$ cat config.mk
export PLATFORM = sky130hd
export DESIGN_NAME = sprite_dma_flat
export DESIGN_NICKNAME = d
export VERILOG_FILES = /design/src/rtl/sprite_dma_if.sv /design/src/rtl/sprite_dma.sv /design/src/flat_wrapper.sv
export SDC_FILE = /design/constraint.sdc
export NUM_CORES = 1
export LEC_CHECK = 0
export CAP_MARGIN = 20
export CORE_MARGIN = 8
export CORE_UTILIZATION = 39
export DETAILED_ROUTE_END_ITERATION = 7
export PLACE_DENSITY = 0.62
export RECOVER_POWER = 100
export SYNTH_ARGS = -nofsm -noshare
export SYNTH_HDL_FRONTEND = slang
export SYNTH_SLANG_ARGS = --single-unit
$ cat constraint.sdc
create_clock -name clk -period 3 [get_ports clk]
set_clock_uncertainty 0.2 [all_clocks]
set_input_delay 0.3 -clock clk [delete_from_list [all_inputs] [get_ports clk]]
set_output_delay 0.3 -clock clk [all_outputs]
set_load 0.005 [all_outputs]
$ cat src/rtl/sprite_dma_if.sv
// Source-memory read port and sprite RAM write port of the sprite attribute DMA.
// The master side is the DMA engine; the slave side is memory plus sprite RAM.
interface sprite_dma_if;
    logic        mem_req;
    logic [15:0] mem_addr;
    logic        mem_ack;
    logic [7:0]  mem_data;
    logic [6:0]  spriteram_addr;
    logic [7:0]  spriteram_data_in;
    logic        spriteram_wr;

    modport master (
        output mem_req, mem_addr, spriteram_addr, spriteram_data_in, spriteram_wr,
        input  mem_ack, mem_data
    );

    modport slave (
        input  mem_req, mem_addr, spriteram_addr, spriteram_data_in, spriteram_wr,
        output mem_ack, mem_data
    );
endinterface

$ cat src/rtl/sprite_dma.sv
// Sprite attribute DMA: copies packed sprite records from CPU memory into sprite RAM
// one byte at a time, or zero-fills it, optionally only while vblank is high.
module sprite_dma #(
    parameter int SPR_MAX   = 32,
    parameter int REC_BYTES = 4
) (
    input  logic         clk,
    input  logic         reset,
    input  logic         vblank,
    input  logic         cpu_wr,
    input  logic [1:0]   cpu_addr,
    input  logic [7:0]   cpu_din,
    output logic [7:0]   cpu_dout,
    sprite_dma_if.master bus,
    output logic         busy,
    output logic         done
);
    localparam int IDX_W = $clog2(SPR_MAX * REC_BYTES);

    typedef enum logic [2:0] {
        S_IDLE,
        S_WAIT_VB,
        S_REQ,
        S_WRITE,
        S_FINISH
    } state_t;

    localparam logic [1:0] REG_SRC_LO = 2'd0;
    localparam logic [1:0] REG_SRC_HI = 2'd1;
    localparam logic [1:0] REG_CTRL   = 2'd2;
    localparam logic [1:0] REG_COUNT  = 2'd3;

    state_t           state;
    logic [15:0]      src;
    logic [4:0]       count;
    logic             clear_mode;
    logic             vblank_only;
    logic             done_sticky;
    logic [IDX_W-1:0] index;
    logic [IDX_W-1:0] last_index;
    logic             ctrl_wr;
    logic             reg_wr_ok;

    // src/count only change in IDLE, so they double as the latched transfer setup.
    assign last_index = IDX_W'((int'(count) + 1) * REC_BYTES - 1);
    assign ctrl_wr    = cpu_wr && (cpu_addr == REG_CTRL);
    assign reg_wr_ok  = cpu_wr && (state == S_IDLE);

    always_comb begin
        case (cpu_addr)
            REG_SRC_LO: cpu_dout = src[7:0];
            REG_SRC_HI: cpu_dout = src[15:8];
            REG_CTRL:   cpu_dout = {busy, done_sticky, 3'b000, vblank_only, clear_mode, 1'b0};
            default:    cpu_dout = {3'b000, count};
        endcase
    end

    // NOTE: reset is sampled on the clock edge (synchronous, active-low); it is not in the sensitivity list.
    always_ff @(posedge clk) begin
        if (!reset) begin
            state                 <= S_IDLE;
            src                   <= 16'h0000;
            count                 <= 5'd31;
            clear_mode            <= 1'b0;
            vblank_only           <= 1'b0;
            done_sticky           <= 1'b0;
            index                 <= '0;
            busy                  <= 1'b0;
            done                  <= 1'b0;
            bus.mem_req           <= 1'b0;
            bus.mem_addr          <= 16'h0000;
            bus.spriteram_addr    <= '0;
            bus.spriteram_data_in <= 8'h00;
            bus.spriteram_wr      <= 1'b0;
        end else begin
            // NOTE: non-blocking assignments only here; the later assignment in this block wins,
            // which gives done/done_sticky their pulse-default and set-over-clear priority.
            done <= 1'b0;
            if (ctrl_wr) done_sticky <= 1'b0;

            if (reg_wr_ok) begin
                case (cpu_addr)
                    REG_SRC_LO: src[7:0]  <= cpu_din;
                    REG_SRC_HI: src[15:8] <= cpu_din;
                    REG_CTRL: begin
                        clear_mode  <= cpu_din[1];
                        vblank_only <= cpu_din[2];
                    end
                    default:    count     <= cpu_din[4:0];
                endcase
            end

            case (state)
                S_IDLE: begin
                    if (ctrl_wr && cpu_din[0]) begin
                        state <= S_WAIT_VB;
                        busy  <= 1'b1;
                        index <= '0;
                    end
                end
                S_WAIT_VB: begin
                    // Gate is re-evaluated before every byte so a transfer can straddle frames.
                    if (!vblank_only || vblank) begin
                        if (clear_mode) begin
                            state                 <= S_WRITE;
                            bus.spriteram_wr      <= 1'b1;
                            bus.spriteram_addr    <= index;
                            bus.spriteram_data_in <= 8'h00;
                        end else begin
                            state        <= S_REQ;
                            bus.mem_req  <= 1'b1;
                            bus.mem_addr <= src + 16'(index);
                        end
                    end
                end
                S_REQ: begin
                    if (bus.mem_ack) begin
                        state                 <= S_WRITE;
                        bus.mem_req           <= 1'b0;
                        bus.spriteram_wr      <= 1'b1;
                        bus.spriteram_addr    <= index;
                        bus.spriteram_data_in <= bus.mem_data;
                    end
                end
                S_WRITE: begin
                    bus.spriteram_wr <= 1'b0;
                    index            <= index + 1'b1;
                    if (index == last_index) begin
                        state <= S_FINISH;
                        done  <= 1'b1;
                    end else begin
                        state <= S_WAIT_VB;
                    end
                end
                S_FINISH: begin
                    state       <= S_IDLE;
                    busy        <= 1'b0;
                    done_sticky <= 1'b1;
                end
                default: state <= S_IDLE;
            endcase
        end
    end
endmodule
$ cat src/flat_wrapper.sv
// flat-port wrapper written by rule: the top's interface ports become plain ports
module sprite_dma_flat 
#(
    parameter int SPR_MAX   = 32,
    parameter int REC_BYTES = 4
)
  (clk, reset, vblank, cpu_wr, cpu_addr, cpu_din, cpu_dout, busy, done, bus_mem_req, bus_mem_addr, bus_spriteram_addr, bus_spriteram_data_in, bus_spriteram_wr, bus_mem_ack, bus_mem_data);
  sprite_dma_if bus_i ();
  input  logic clk;
  input  logic reset;
  input  logic vblank;
  input  logic cpu_wr;
  input  logic [1:0] cpu_addr;
  input  logic [7:0] cpu_din;
  output logic [7:0] cpu_dout;
  output logic busy;
  output logic done;
  output wire logic [$bits(bus_i.mem_req)-1:0] bus_mem_req;
  output wire logic [$bits(bus_i.mem_addr)-1:0] bus_mem_addr;
  output wire logic [$bits(bus_i.spriteram_addr)-1:0] bus_spriteram_addr;
  output wire logic [$bits(bus_i.spriteram_data_in)-1:0] bus_spriteram_data_in;
  output wire logic [$bits(bus_i.spriteram_wr)-1:0] bus_spriteram_wr;
  input wire logic [$bits(bus_i.mem_ack)-1:0] bus_mem_ack;
  input wire logic [$bits(bus_i.mem_data)-1:0] bus_mem_data;
  assign bus_mem_req = bus_i.mem_req;
  assign bus_mem_addr = bus_i.mem_addr;
  assign bus_spriteram_addr = bus_i.spriteram_addr;
  assign bus_spriteram_data_in = bus_i.spriteram_data_in;
  assign bus_spriteram_wr = bus_i.spriteram_wr;
  assign bus_i.mem_ack = bus_mem_ack;
  assign bus_i.mem_data = bus_mem_data;
  sprite_dma #(.SPR_MAX(SPR_MAX), .REC_BYTES(REC_BYTES)) u_core (.clk(clk), .reset(reset), .vblank(vblank), .cpu_wr(cpu_wr), .cpu_addr(cpu_addr), .cpu_din(cpu_din), .cpu_dout(cpu_dout), .bus(bus_i), .busy(busy), .done(done));
endmodule
==> results.toml <==
[die]
start_util_pct = 39.48
die_area_sq_um = 11890
rows = 34
die_h_um = 109.0
core-area_sq_um = 8551
die_x_um = 109.0
pin_count = 66

[grt]
grt_max_degree = 39
grt_pass1_vias = 2906
grtUsageTotal_pct = 15.75
grt_pass1_wl_um = 14770
overflow = 0
antenna_found_initial = 0

[logic_synthesis]
yosysTopAreaCellShare_pct = 40.92
synth_commonest_cells = "dfxtp_1, nand2_1, nor2_1"
post-synth-top-count-cell = "dfxtp_1"
yosysWarnings = 0
async_flop_share_pct = 0
synth_edf_count = 0
yosysSeqAreaShare_pct = 40.92
synth.distinct_cells = 47
synthCells = 393
synth.top_cells.by_area = "dfxtp_1, mux2i_1, a21oi_1"
avgSynthCellArea_sq_um = 8.590
ys.flop_type = "dfxtp_1"
syn_area_sq_um = 3376
yosys_register_bits = 69
synth_top_cell_by_area = "dfxtp_1"
syn_nets = 427

[power]
p_leak_nw = 1.698
vdd_drop_max_mv = 0.2127
p_per_area_nw_per_um2 = 428.6

[clock_network]
clk_pin_slew_ns = 0.08
cts_made_buffers = 9
clock_latency_ns = 0.35
cts_htree_levels = 3
cts_tree = "built"
cts_resized = 0
cts_root_buffer = "clkbuf_8"
cts_buffer_depth = 2
clock_sinks = 69
ctsHoldBuffers = 0
postCtsSetupBuffers = 0

[routing]
vias = 2985
ant_nets = 0
drtIter0Drc = 137
wirelength_um = 8947
vias_per_cell = 5.219
dr.pass1.iters = 4
drc = 0
wl_per_cell_um = 15.64

[timing]
final.min_clock_period_ns = 2.650
rsz0062_at_grt = "false"
setup_viol = 0
fmax_mhz = 377.4
hold_violations = 0
min_period_over_period_pct = 88.32
tns_ns = 0
slew_headroom_pct = 45.41
final_max_slew_viol_count = 0
worst_pin_slew_ns = 0.8075

[critical_path]
cp.required_ns = 2.50
critPathMaxFanout = 10
critPathCaptureType = "output pin"
crit_arrival_ns = 2.15
crit_type = "primary input to output pin"
crit_path_start_kind = "primary input"

[placed_design]
dp_hpwl_um = 6621
dpl-instance-area_sq_um = 4145
io_buffers = 65
gp_congestion = 0.8024

[min_path]
hold_class = "register to register"

[final_layout]
area_growth_pct = 27.28
final_area_sq_um = 4297
layout.nets = 493
multi_input_comb_area_sq_um = 1861
seq_area_sq_um = 1381
drive_gt1_share_pct = 6.250
num_antenna_cells = 0
fillCellCount = 860

[outcome]
status = "finished, final reports clean"

[flow_run]
drv_cap = 0
[stage by stage]
step / hold slack (ns) / util, % / total power, mW / std cells / setup slack, ns
5_1_grt: 0.2759 / 50.25 / 1.918 / 572 / 0.2636
2_1_floorplan: 0.2285 / - / 1.086 / 393 / 0.8722
6_report: 0.2550 / 50.25 / 1.842 / 572 / 0.3505
3_3_place_gp: 0.2433 / 48.48 / 1.179 / 556 / 0.5485
3_5_place_dp: 0.2494 / 48.48 / 1.182 / 556 / 0.5371
4_1_cts: 0.2614 / 50.56 / 1.866 / 572 / 0.5329
[area by class of cell]
cell class                      count  share of cell area [%]
Multi-Input combinational cell    296                   43.30
Sequential cell                    69                   32.15
Timing Repair Buffer               74                   16.48
Clock buffer                       11                   3.291
Tap cell                          108                   3.145
Clock inverter                      5                  0.8445
Inverter                            9                  0.7863
[placed cells by master (no fill, tap or decap), types with 6 or more instances in the layout]
cell type and n:
dlygate4sd3_1 43, clkbuf_8 10, nand2_1 43, xnor2_1 12, a211oi_1 8, mux2i_1 27
o21ai_0 21, a22oi_1 9, a21oi_1 40, nor2_1 42, inv_1 9, dfxtp_1 69
clkdlybuf4s50_1 22, nand3_1 22, ha_1 10, buf_4 6, xor2_1 7
[worst paths after layout]
check	startpoint	endpoint	slack (ns)	cells after the start
worst max-delay path	cpu_addr[1]	cpu_dout[1]	0.35	3
worst min-delay path	u_core.bus.spriteram_addr[3]	u_core.bus.spriteram_addr[3]	0.26	2
worst max register to register	u_core.index[0]	u_core.bus.mem_addr[14]	0.54	9
worst min register to register	u_core.bus.spriteram_addr[3]	u_core.bus.spriteram_addr[3]	0.26	2
[layer usage]
metal / wire (um) / track usage [%]
met3: 323 / 2.896
met4: 136 / 6.549
met5: 0 / 0
met2: 4220 / 25.26
met1: 4267 / 20.33
[critical path, stage by stage]
cell           delay [ns]
dlygate4sd3_1        0.73
mux4_2               0.54
dlygate4sd3_1        0.58
[logic make-up (layout without fill, tap and decap cells)]
family | Yosys count | count (layout) | share of synthesized area [%]
and+or+nand+nor | 144 | 144 | 20.61
buffers and inverters | 28 | 99 | 3.484
DFF | 69 | 69 | 40.92
adders and majority gates | 11 | 11 | 4.300
AOI/OAI and AO/OA | 93 | 93 | 16.42
xor gates and xnor gates | 19 | 19 | 4.930
muxes | 29 | 29 | 9.340
[sequential cells by signal, indices dropped and copies added, names as in the netlist]
signal,flops
u_core.bus.mem_addr,16
u_core.src,16
u_core.bus.spriteram_data_in,8
u_core.bus.spriteram_addr,7
u_core.index,7
u_core.count,5
u_core.state,3
u_core.bus.mem_req,1
u_core.bus.spriteram_wr,1
u_core.busy,1
u_core.clear_mode,1
u_core.done,1
u_core.done_sticky,1
u_core.vblank_only,1
[report_power, final]
| group | internal [mW] | switching, mW |
|---|---|---|
| Sequential | 0.935 | 0.0227 |
| Clock | 0.323 | 0.369 |
| Combinational | 0.0980 | 0.0946 |
| Total | 1.36 | 0.486 |
Power figures use the tool's default switching activity.
